===== config.mk =====
export PLATFORM = sky130hd
export DESIGN_NAME = pipe_hazard_ctrl
export DESIGN_NICKNAME = d
export VERILOG_FILES = /design/src/rtl/riscv_pipe_pkg.sv /design/src/rtl/pipe_hazard_ctrl_fwd_sel.sv /design/src/rtl/pipe_hazard_ctrl.sv
export SDC_FILE = /design/constraint.sdc
export NUM_CORES = 1
export LEC_CHECK = 0
export ABC_AREA = 1
export CAP_MARGIN = 40
export CORE_ASPECT_RATIO = 1.2
export CORE_MARGIN = 4
export CORE_UTILIZATION = 54
export DETAILED_ROUTE_END_ITERATION = 7
export PLACE_DENSITY = 0.82
export SKIP_CTS_REPAIR_TIMING = 1
export SLEW_MARGIN = 20
export SYNTH_ARGS = -nofsm -noshare
export SYNTH_HDL_FRONTEND = slang
export SYNTH_HIERARCHICAL = 1
export SYNTH_SLANG_ARGS = --single-unit

===== constraint.sdc =====
create_clock -name clk -period 4.2 [get_ports clk]
set_input_delay 0.63 -clock clk [delete_from_list [all_inputs] [get_ports clk]]
set_output_delay 0.63 -clock clk [all_outputs]
set_load 0.005 [all_outputs]

===== src/rtl/riscv_pipe_pkg.sv =====
// Shared types for the 5-stage pipeline control: forwarding selects,
// per-stage instruction metadata and the register-match helper.
package riscv_pipe_pkg;

  // Metadata register fields are sized for the widest supported index; narrower
  // REG_ADDR_W values are zero-extended on entry.
  localparam int MAX_REG_W = 8;

  localparam logic [1:0] FWD_RF  = 2'b00;
  localparam logic [1:0] FWD_WB  = 2'b01;
  localparam logic [1:0] FWD_MEM = 2'b10;

  typedef struct packed {
    logic                 valid;
    logic [MAX_REG_W-1:0] rd;
    logic [MAX_REG_W-1:0] rs1;
    logic [MAX_REG_W-1:0] rs2;
    logic                 rs1_used;
    logic                 rs2_used;
    logic                 reg_write;
    logic                 mem_read;
  } stage_meta_t;

  function automatic logic reg_match(input logic [MAX_REG_W-1:0] r,
                                     input logic [MAX_REG_W-1:0] s,
                                     input logic                 zero_reg);
    return (r == s) && !(zero_reg && (s == '0));
  endfunction

endpackage


===== src/rtl/pipe_hazard_ctrl_fwd_sel.sv =====
// Operand forwarding select for one EX source: MEM result wins over WB result.
module fwd_sel
  import riscv_pipe_pkg::*;
#(
  parameter int FWD_EN   = 1,
  parameter int ZERO_REG = 1
) (
  input  logic [MAX_REG_W-1:0] src,
  input  logic                 src_used,
  input  logic                 mem_valid,
  input  logic                 mem_reg_write,
  input  logic [MAX_REG_W-1:0] mem_rd,
  input  logic                 wb_valid,
  input  logic                 wb_reg_write,
  input  logic [MAX_REG_W-1:0] wb_rd,
  output logic [1:0]           sel
);

  always_comb begin
    sel = FWD_RF;
    if (FWD_EN != 0 && src_used) begin
      if (mem_valid && mem_reg_write && reg_match(mem_rd, src, ZERO_REG != 0))
        sel = FWD_MEM;
      else if (wb_valid && wb_reg_write && reg_match(wb_rd, src, ZERO_REG != 0))
        sel = FWD_WB;
    end
  end

endmodule


===== src/rtl/pipe_hazard_ctrl.sv =====
// Hazard, flush and forwarding control for the 5-stage pipeline, with
// saturating stall/flush event counters.
module pipe_hazard_ctrl
  import riscv_pipe_pkg::*;
#(
  parameter int REG_ADDR_W = 5,
  parameter int FWD_EN     = 1,
  parameter int ZERO_REG   = 1,
  parameter int CNT_W      = 32
) (
  input  logic                  clk,
  input  logic                  reset,
  input  logic                  id_valid,
  input  logic [REG_ADDR_W-1:0] id_rs1,
  input  logic [REG_ADDR_W-1:0] id_rs2,
  input  logic                  id_rs1_used,
  input  logic                  id_rs2_used,
  input  logic [REG_ADDR_W-1:0] id_rd,
  input  logic                  id_reg_write,
  input  logic                  id_mem_read,
  input  logic                  ex_branch_taken,
  input  logic                  ext_stall,
  output logic                  pc_en,
  output logic                  ifid_en,
  output logic                  idex_en,
  output logic                  ifid_flush,
  output logic                  idex_flush,
  output logic                  pc_redirect,
  output logic [1:0]            fwd_a,
  output logic [1:0]            fwd_b,
  output logic                  ex_valid,
  output logic                  mem_valid,
  output logic                  wb_valid,
  output logic [REG_ADDR_W-1:0] wb_rd,
  output logic                  wb_reg_write,
  output logic [CNT_W-1:0]      stall_cnt,
  output logic [CNT_W-1:0]      flush_cnt
);

  stage_meta_t ex_q, ex_d, mem_q, mem_d, wb_q, wb_d, id_m;
  logic [CNT_W-1:0] stall_cnt_q, stall_cnt_d, flush_cnt_q, flush_cnt_d;
  logic ex_hit, mem_hit, hazard_ex, hazard_mem, stall, redir;
  logic unused_meta;

  function automatic logic [CNT_W-1:0] sat_inc(input logic [CNT_W-1:0] c);
    return (&c) ? c : c + CNT_W'(1);
  endfunction

  always_comb begin
    id_m           = '0;
    id_m.valid     = id_valid;
    id_m.rd        = MAX_REG_W'(id_rd);
    id_m.rs1       = MAX_REG_W'(id_rs1);
    id_m.rs2       = MAX_REG_W'(id_rs2);
    id_m.rs1_used  = id_rs1_used;
    id_m.rs2_used  = id_rs2_used;
    id_m.reg_write = id_reg_write;
    id_m.mem_read  = id_mem_read;
  end

  // WB is never a hazard source: the regfile writes before it is read.
  assign ex_hit  = (id_rs1_used && reg_match(ex_q.rd, id_m.rs1, ZERO_REG != 0)) ||
                   (id_rs2_used && reg_match(ex_q.rd, id_m.rs2, ZERO_REG != 0));
  assign mem_hit = (id_rs1_used && reg_match(mem_q.rd, id_m.rs1, ZERO_REG != 0)) ||
                   (id_rs2_used && reg_match(mem_q.rd, id_m.rs2, ZERO_REG != 0));
  assign hazard_ex  = ex_q.valid && ex_q.reg_write && ex_hit &&
                      (ex_q.mem_read || FWD_EN == 0);
  assign hazard_mem = (FWD_EN == 0) && mem_q.valid && mem_q.reg_write && mem_hit;
  assign stall = id_valid && (hazard_ex || hazard_mem);
  assign redir = ex_q.valid && ex_branch_taken;

  // Reset is folded in so enables stay low while it is held.
  always_comb begin
    pc_en       = 1'b0;
    ifid_en     = 1'b0;
    idex_en     = 1'b0;
    ifid_flush  = 1'b0;
    idex_flush  = 1'b0;
    pc_redirect = 1'b0;
    ex_d        = ex_q;
    mem_d       = mem_q;
    wb_d        = wb_q;
    stall_cnt_d = stall_cnt_q;
    flush_cnt_d = flush_cnt_q;
    if (!reset && !ext_stall) begin
      mem_d = ex_q;
      wb_d  = mem_q;
      if (redir) begin
        pc_redirect = 1'b1;
        pc_en       = 1'b1;
        ifid_flush  = 1'b1;
        idex_flush  = 1'b1;
        ex_d        = '0;
        flush_cnt_d = sat_inc(flush_cnt_q);
      end else if (stall) begin
        idex_flush  = 1'b1;
        ex_d        = '0;
        stall_cnt_d = sat_inc(stall_cnt_q);
      end else begin
        pc_en   = 1'b1;
        ifid_en = 1'b1;
        idex_en = 1'b1;
        ex_d    = id_m;
      end
    end
  end

  always_ff @(posedge clk or posedge reset) begin
    if (reset) begin
      ex_q        <= '0;
      mem_q       <= '0;
      wb_q        <= '0;
      stall_cnt_q <= '0;
      flush_cnt_q <= '0;
    end else begin
      ex_q        <= ex_d;
      mem_q       <= mem_d;
      wb_q        <= wb_d;
      stall_cnt_q <= stall_cnt_d;
      flush_cnt_q <= flush_cnt_d;
    end
  end

  fwd_sel #(.FWD_EN(FWD_EN), .ZERO_REG(ZERO_REG)) u_fwd_a (
    .src(ex_q.rs1), .src_used(ex_q.rs1_used),
    .mem_valid(mem_q.valid), .mem_reg_write(mem_q.reg_write), .mem_rd(mem_q.rd),
    .wb_valid(wb_q.valid), .wb_reg_write(wb_q.reg_write), .wb_rd(wb_q.rd),
    .sel(fwd_a)
  );

  fwd_sel #(.FWD_EN(FWD_EN), .ZERO_REG(ZERO_REG)) u_fwd_b (
    .src(ex_q.rs2), .src_used(ex_q.rs2_used),
    .mem_valid(mem_q.valid), .mem_reg_write(mem_q.reg_write), .mem_rd(mem_q.rd),
    .wb_valid(wb_q.valid), .wb_reg_write(wb_q.reg_write), .wb_rd(wb_q.rd),
    .sel(fwd_b)
  );

  assign ex_valid     = ex_q.valid;
  assign mem_valid    = mem_q.valid;
  assign wb_valid     = wb_q.valid;
  assign wb_rd        = wb_q.rd[REG_ADDR_W-1:0];
  assign wb_reg_write = wb_q.valid && wb_q.reg_write;
  assign stall_cnt    = stall_cnt_q;
  assign flush_cnt    = flush_cnt_q;
  assign unused_meta  = ^{mem_q, wb_q};

endmodule


Word-level counts from Yosys, hierarchy flattened
Cells that the tools add are included.

Output and inout port bits: 83. Register bits: 113. Word-level logic and storage cells: 80. Bits of input ports: 24.

$add $sub $neg: 2. Reductions and logical operators: 35. Bitwise logic cells: 3. Equal/unequal tests: 6. Mux-type cells: 18.

Operators by type and width (number): $add 32x1->32 const B (2); $reduce_and 32->1 (2); $mux 29 (2); $eq 8x8->1 (4); $logic_not 8->1 (4); $logic_and 1x1->1 (20); $eq 8x5->1 (2); $mux 1 (12); $mux 2 (4); $logic_not 1->1 (6); $reduce_and 4->1 (1); $not 1->1 (3); $reduce_and 3->1 (1); $logic_or 1x1->1 (1).

Longest topological paths before layout
Depth after elaboration: 11. Mapped depth: 15. Depth with buffers taken out: 14.

Modules after synthesis
Netlist, hierarchy kept.

Modules (own cells, without submodules): pipe_hazard_ctrl (instances 1, sequential area each 2452.4 um2, area an instance 5416.4 um2, cells each 755); fwd_sel (instances 2, sequential area each 0.0 um2, area an instance 316.6 um2, cells each 70).

Least setup slack after synthesis
No wires, ideal clock.

Path kind: input to output. From: in id_rs2[0]. To: out ifid_en. Path buffers: 2. Cell stages on the path: 11. Arrival time: 1724 ps. Data required time: 3570 ps. Path slack: 1846 ps. Path through: nor2_1 nand3_1 nand2_1 nand2_1 nand3_1 nand2_1 nand3_1 nand2_1 nor2_1 clkbuf_1 buf_4.

Word-level cells in the longest chain between the ends: 11. Elaborated cells on any way between the ends: 12.

Ends and longest elaborated chain: start: declaration (RTL line pipe_hazard_ctrl.sv:15) `input logic [REG_ADDR_W-1:0] id_rs2,`; $logic_not 8->1; $logic_not 1->1; $logic_and 1x1->1 (*) (RTL line riscv_pipe_pkg.sv:27) `return (r == s) && !(zero_reg && (s == '0));`; $logic_and 1x1->1 (*) (RTL line pipe_hazard_ctrl.sv:63) `(id_rs2_used && reg_match(ex_q.rd, id_m.rs2, ZERO_REG != 0));`; $logic_or 1x1->1 (*) (RTL line pipe_hazard_ctrl.sv:62) `assign ex_hit = (id_rs1_used && reg_match(ex_q.rd, id_m.rs1, ZERO_REG != 0)) ||`; $logic_and 1x1->1 (*) (2 in a row) (RTL line pipe_hazard_ctrl.sv:66) `assign hazard_ex = ex_q.valid && ex_q.reg_write && ex_hit &&`; $logic_and 1x1->1 (*) (RTL line pipe_hazard_ctrl.sv:69) `assign stall = id_valid && (hazard_ex || hazard_mem);`; $mux 1 (*) (3 in a row); end: declaration (RTL line pipe_hazard_ctrl.sv:24) `output logic ifid_en,`.

Mark *: on every way between the ends. The rest lies on a longest branch, timed or not.

Worst setup path in the final report
From: in reset. To: out idex_en.

Word-level cells in the longest chain between the ends: 3.

Ends and longest elaborated chain: start: declaration (RTL line pipe_hazard_ctrl.sv:12) `input logic reset,`; $logic_not 1->1 (no source line); $logic_and 1x1->1 (RTL line pipe_hazard_ctrl.sv:85) `if (!reset && !ext_stall) begin`; $mux 1 (RTL line pipe_hazard_ctrl.sv:85); end: declaration (RTL line pipe_hazard_ctrl.sv:25) `output logic idex_en,`.

No other way between the ends.

==> flow_results.org <==
** Synthesis
- Dividing the synthesized area by the synthesized cell count gives between 6 and 7 sq um.
- Leading post-synthesis cells by cell area :: sky130_fd_sc_hd__dfrtp_1, sky130_fd_sc_hd__nand2_1, sky130_fd_sc_hd__inv_1, sky130_fd_sc_hd__nor2_1, sky130_fd_sc_hd__nand3_1
- Synth top cells by count :: sky130_fd_sc_hd__nand2_1, sky130_fd_sc_hd__inv_1, sky130_fd_sc_hd__dfrtp_1
- Area fraction of the dominant cell type after synthesis :: between 40% and 50%
- In this run, distinct cell masters in the synthesized netlist total 32.
- Part of the Yosys area used for sequential elements :: around 40%
- The largest total area in the synthesized netlist belongs to sky130_fd_sc_hd__dfrtp_1.
- Number of synthesized register bits :: 98
- Area of the mapped netlist :: a little over 0.006 sq mm
- The most used flip-flop cell after synthesis is sky130_fd_sc_hd__dfrtp_1.
- Number of instances in the synthesized netlist :: slightly below 900
- Ys async rst share :: between 90% and 100%
- Most numerous cell in the Yosys netlist :: sky130_fd_sc_hd__nand2_1
- For this run, the number of Yosys warnings is 6.
- The synthesized design contains 0 enable-type register cells.

** Global routing
- Initial antenna violation count :: 1
- In the global route stage, met3 resource usage came out at under 10%.
- For this run, global-route usage on met2 was measured as between 30% and 40%.
- All-layer global routing usage :: a little under a quarter
- After global routing, the most crowded layer is met2.
- Global routing consumed, on the met1 layer, approximately 31% of the routing resources.
- Entering global routing, the biggest net connects 66 pins.
- Global-route wire length before repair :: 24.3 mm
- The via count of the first global-routing pass was approximately 5.2k.
- Remaining global-route overflow :: 0

** Final layout
- Fill cells in the final layout number 901.
- For this run, the share of the core covered by cells in the final layout is 69.6%.
- Antenna diode count :: 0
- Number of nets in the finished design :: between 1k and 1.5k
- Summing all multi-input logic gate instances after layout gives between 0.003 and 0.004 sq mm.
- Fraction of final layout cells with drive strength greater than 1 :: just over 4%
- Growth of design area from synthesis to finish :: 26.3%
- Storage cell area :: ~0.0025 sq mm

** STA
- Dividing the final minimum period by the clock period gives between 70% and 80%.
- Final Worst Setup Slack :: a little under 0.9 ns
- The worst path in the final design needs a cycle of between 3 and 4 ns, including I/O delays and setup.
- Setup_tns :: 0 ns
- Based on the critical path, the design can be clocked at up to slightly above 300 MHz.
- Clock skew on the completed layout was measured at ~0.0081 ns.
- Setup-failing EPs final :: 0
- Rel. slew slack :: around 63%
- Slew at the pin closest to its max-slew limit :: roughly 0.54 ns
- The number of failing hold endpoints at the final stage came to 0.
- Slew Viols, Final :: 0
- Unrepaired setup endpoints after global routing :: false

** Detailed routing
- For this block, the routed nets add up to about 15 mm of wire.
- Antenna violation net count after detailed routing :: 0
- DRC violation total after the first TritonRoute iteration :: roughly 330
- Average routed wire per standard cell :: 12.7 um
- The first TritonRoute pass finished after 5 iterations.
- The final route contains 5,840 vias.
- Remaining routing DRC violations :: 0
- Per-cell via count in the routed design :: approximately 5.0

** Placement
- OpenSTA, run right after detailed placement, puts the worst setup slack at roughly 0.87 ns.
- Final RePlAce weighted congestion :: 0.966
- Count of buffers inserted at the top-level ports :: around 110
- Once detailed placement completed, the half-perimeter wirelength came to roughly 11 mm.

** Floorplanning
- The die covers roughly 0.013 sq mm.
- After floorplanning, the core was divided into 42 placement rows.
- The floorplan step set the die width to about 100 um.
- Initial Util :: 55.1%
- The core region is roughly 0.011 sq mm.
- Num ports :: ~110
- In this run the vertical extent of the chip is 124 um.

** Min path
- The path class of the tightest hold or removal check is flop to flop.

** CTS
- The longest clock path from root to sink contains 2 buffers.
- Clock-pin slew was measured on the worst setup and hold paths at 0.07 ns.
- Clock latency of the later-clocked register in the worst-skew pair :: 0.34 ns
- Counting the buffers created by CTS gives 9.
- The clock net in this run drives a total of between 90 and 100 sinks.
- Cell chosen for the clock root :: sky130_fd_sc_hd__clkbuf_16
- TritonCTS clock tree :: yes
- CTS built an H-tree with a depth of 3.

** Critical path
- Critical path's top delay family :: buffers and inverters
- Worst path bufs/invs :: 3
- Worst path slowest cell :: sky130_fd_sc_hd__clkdlybuf4s50_1
- Type of element capturing the critical path :: output pin
- For the worst setup path, the data required time is 3.57 ns.
- Data arrival time of the critical path :: roughly 2.7 ns
- Cell-by-cell listing of the critical path :: clkdlybuf4s50_1 > nor2_1 > clkinv_1 > nor2_1 > clkdlybuf4s50_1
- The setup path with the least slack is of type primary input to output pin.
- The largest single stage delay on the critical path is 0.58 ns.
- STA classifies the critical path startpoint as a primary input.
- CP Max Fanout :: 18

** Power
- Pwr dens :: between 300 and 400 mW/mm^2
- Across the VDD grid, the largest voltage drop is about 0.24 mV.
- Total leakage power :: ~3.7 nW
- Power comes to between 2 and 3 mW.

** Run
- Number of max-capacitance violations reported :: 0

** Status
- Result of the run :: finished clean
[sequential cells by signal (all words and copies together), names as in the netlist]
register and cells:
wb_valid 1, ex_valid 1, wb_q 1, flush_cnt 32, mem_valid 1, stall_cnt 32
wb_rd 5, mem_q 6, ex_q 19
[worst paths after layout]
path	from	end	slack, ns	cells after the start
min in group asynchronous	reset	stall_cnt[4]$_DFFE_PP0P_	0.59	2
max in group asynchronous	reset	ex_q[15]$_DFFE_PP0P_	2.78	4
min	ex_q[3]$_DFFE_PP0P_	ex_q[3]$_DFFE_PP0P_	0.49	2
min reg2reg	ex_q[3]$_DFFE_PP0P_	ex_q[3]$_DFFE_PP0P_	0.49	2
max reg2reg	stall_cnt[0]$_DFFE_PP0P_	stall_cnt[22]$_DFFE_PP0P_	1.83	14
max	reset	idex_en	0.90	5
[routing by layer]
metal | vias up | part of all wire [%]
met5 | - | 0.081
met4 | 2 | 2.0
met3 | 29 | 6.3
met2 | 203 | 49
met1 | 2632 | 43
li1 | 2974 | -
[stage by stage]
| step | hold WS [ns] | cell area, sq um | instances |
|---|---|---|---|
| floorplan | 0.449 | 6170 | 928 |
| global placement | 0.466 | 7300 | 1149 |
| detailed placement | 0.468 | 7300 | 1149 |
| CTS | 0.487 | 7600 | 1164 |
| global route | 0.520 | 7640 | 1166 |
| finish | 0.490 | 7640 | 1166 |
[report_power, final]
| part | switching, mW | leakage (nW) | total (mW) | internal, mW |
|---|---|---|---|---|
| Sequential | 0.141 | 1.25 | 1.19 | 1.05 |
| Combinational | 0.263 | 2.30 | 0.536 | 0.273 |
| Clock | 0.350 | 0.148 | 0.824 | 0.474 |
[layout by cell type, fill, tap and decap left out, types with 2 or more instances in the layout]
cell type	n
sky130_fd_sc_hd__dfrtp_1	98
sky130_fd_sc_hd__ha_1	2
sky130_fd_sc_hd__clkbuf_16	9
sky130_fd_sc_hd__nand3b_1	13
sky130_fd_sc_hd__clkinv_2	3
sky130_fd_sc_hd__nand2_2	3
sky130_fd_sc_hd__clkdlybuf4s50_1	106
sky130_fd_sc_hd__inv_1	126
sky130_fd_sc_hd__nand4_1	10
sky130_fd_sc_hd__xnor2_1	18
sky130_fd_sc_hd__buf_4	8
sky130_fd_sc_hd__nand3_1	57
sky130_fd_sc_hd__inv_2	3
sky130_fd_sc_hd__o22ai_1	2
sky130_fd_sc_hd__nor2_1	94
sky130_fd_sc_hd__o21ai_0	35
sky130_fd_sc_hd__nor3_2	2
sky130_fd_sc_hd__nor3_1	25
sky130_fd_sc_hd__nor4_1	4
sky130_fd_sc_hd__xor2_1	26
sky130_fd_sc_hd__nor2_2	6
sky130_fd_sc_hd__nand2_1	334
sky130_fd_sc_hd__a21oi_1	2
sky130_fd_sc_hd__conb_1	34
[area by class of cell]
| cell class | instances | share of cell area [%] |
|---|---|---|
| multi-input combinational | 674 | 40.2 |
| sequential | 98 | 32.1 |
| timing repair buffer | 116 | 15.2 |
| inverter | 131 | 6.47 |
| clock buffer | 10 | 3.13 |
| tap | 132 | 2.16 |
| clock inverter | 5 | 0.704 |
[kinds of logic (layout without fill, tap and decap cells)]
logic type	after synthesis	in the layout	synth area share, %
xor+xnor	44	44	6.37
other cells	1	34	0.0620
compound gates	41	41	3.54
flops	98	98	40.5
fa+ha+maj	2	2	0.414
buf+inv	156	262	10.8
simple gates	553	553	38.3
[tightest hold or removal path: cells and delay by family (launching register included)]
| family | cells | cell delay (ns) |
|---|---|---|
| flip-flops | 1 | 0.35 |
| AND/OR/NAND/NOR | 2 | 0.11 |
Note: power is estimated with default switching activity, not from simulation.
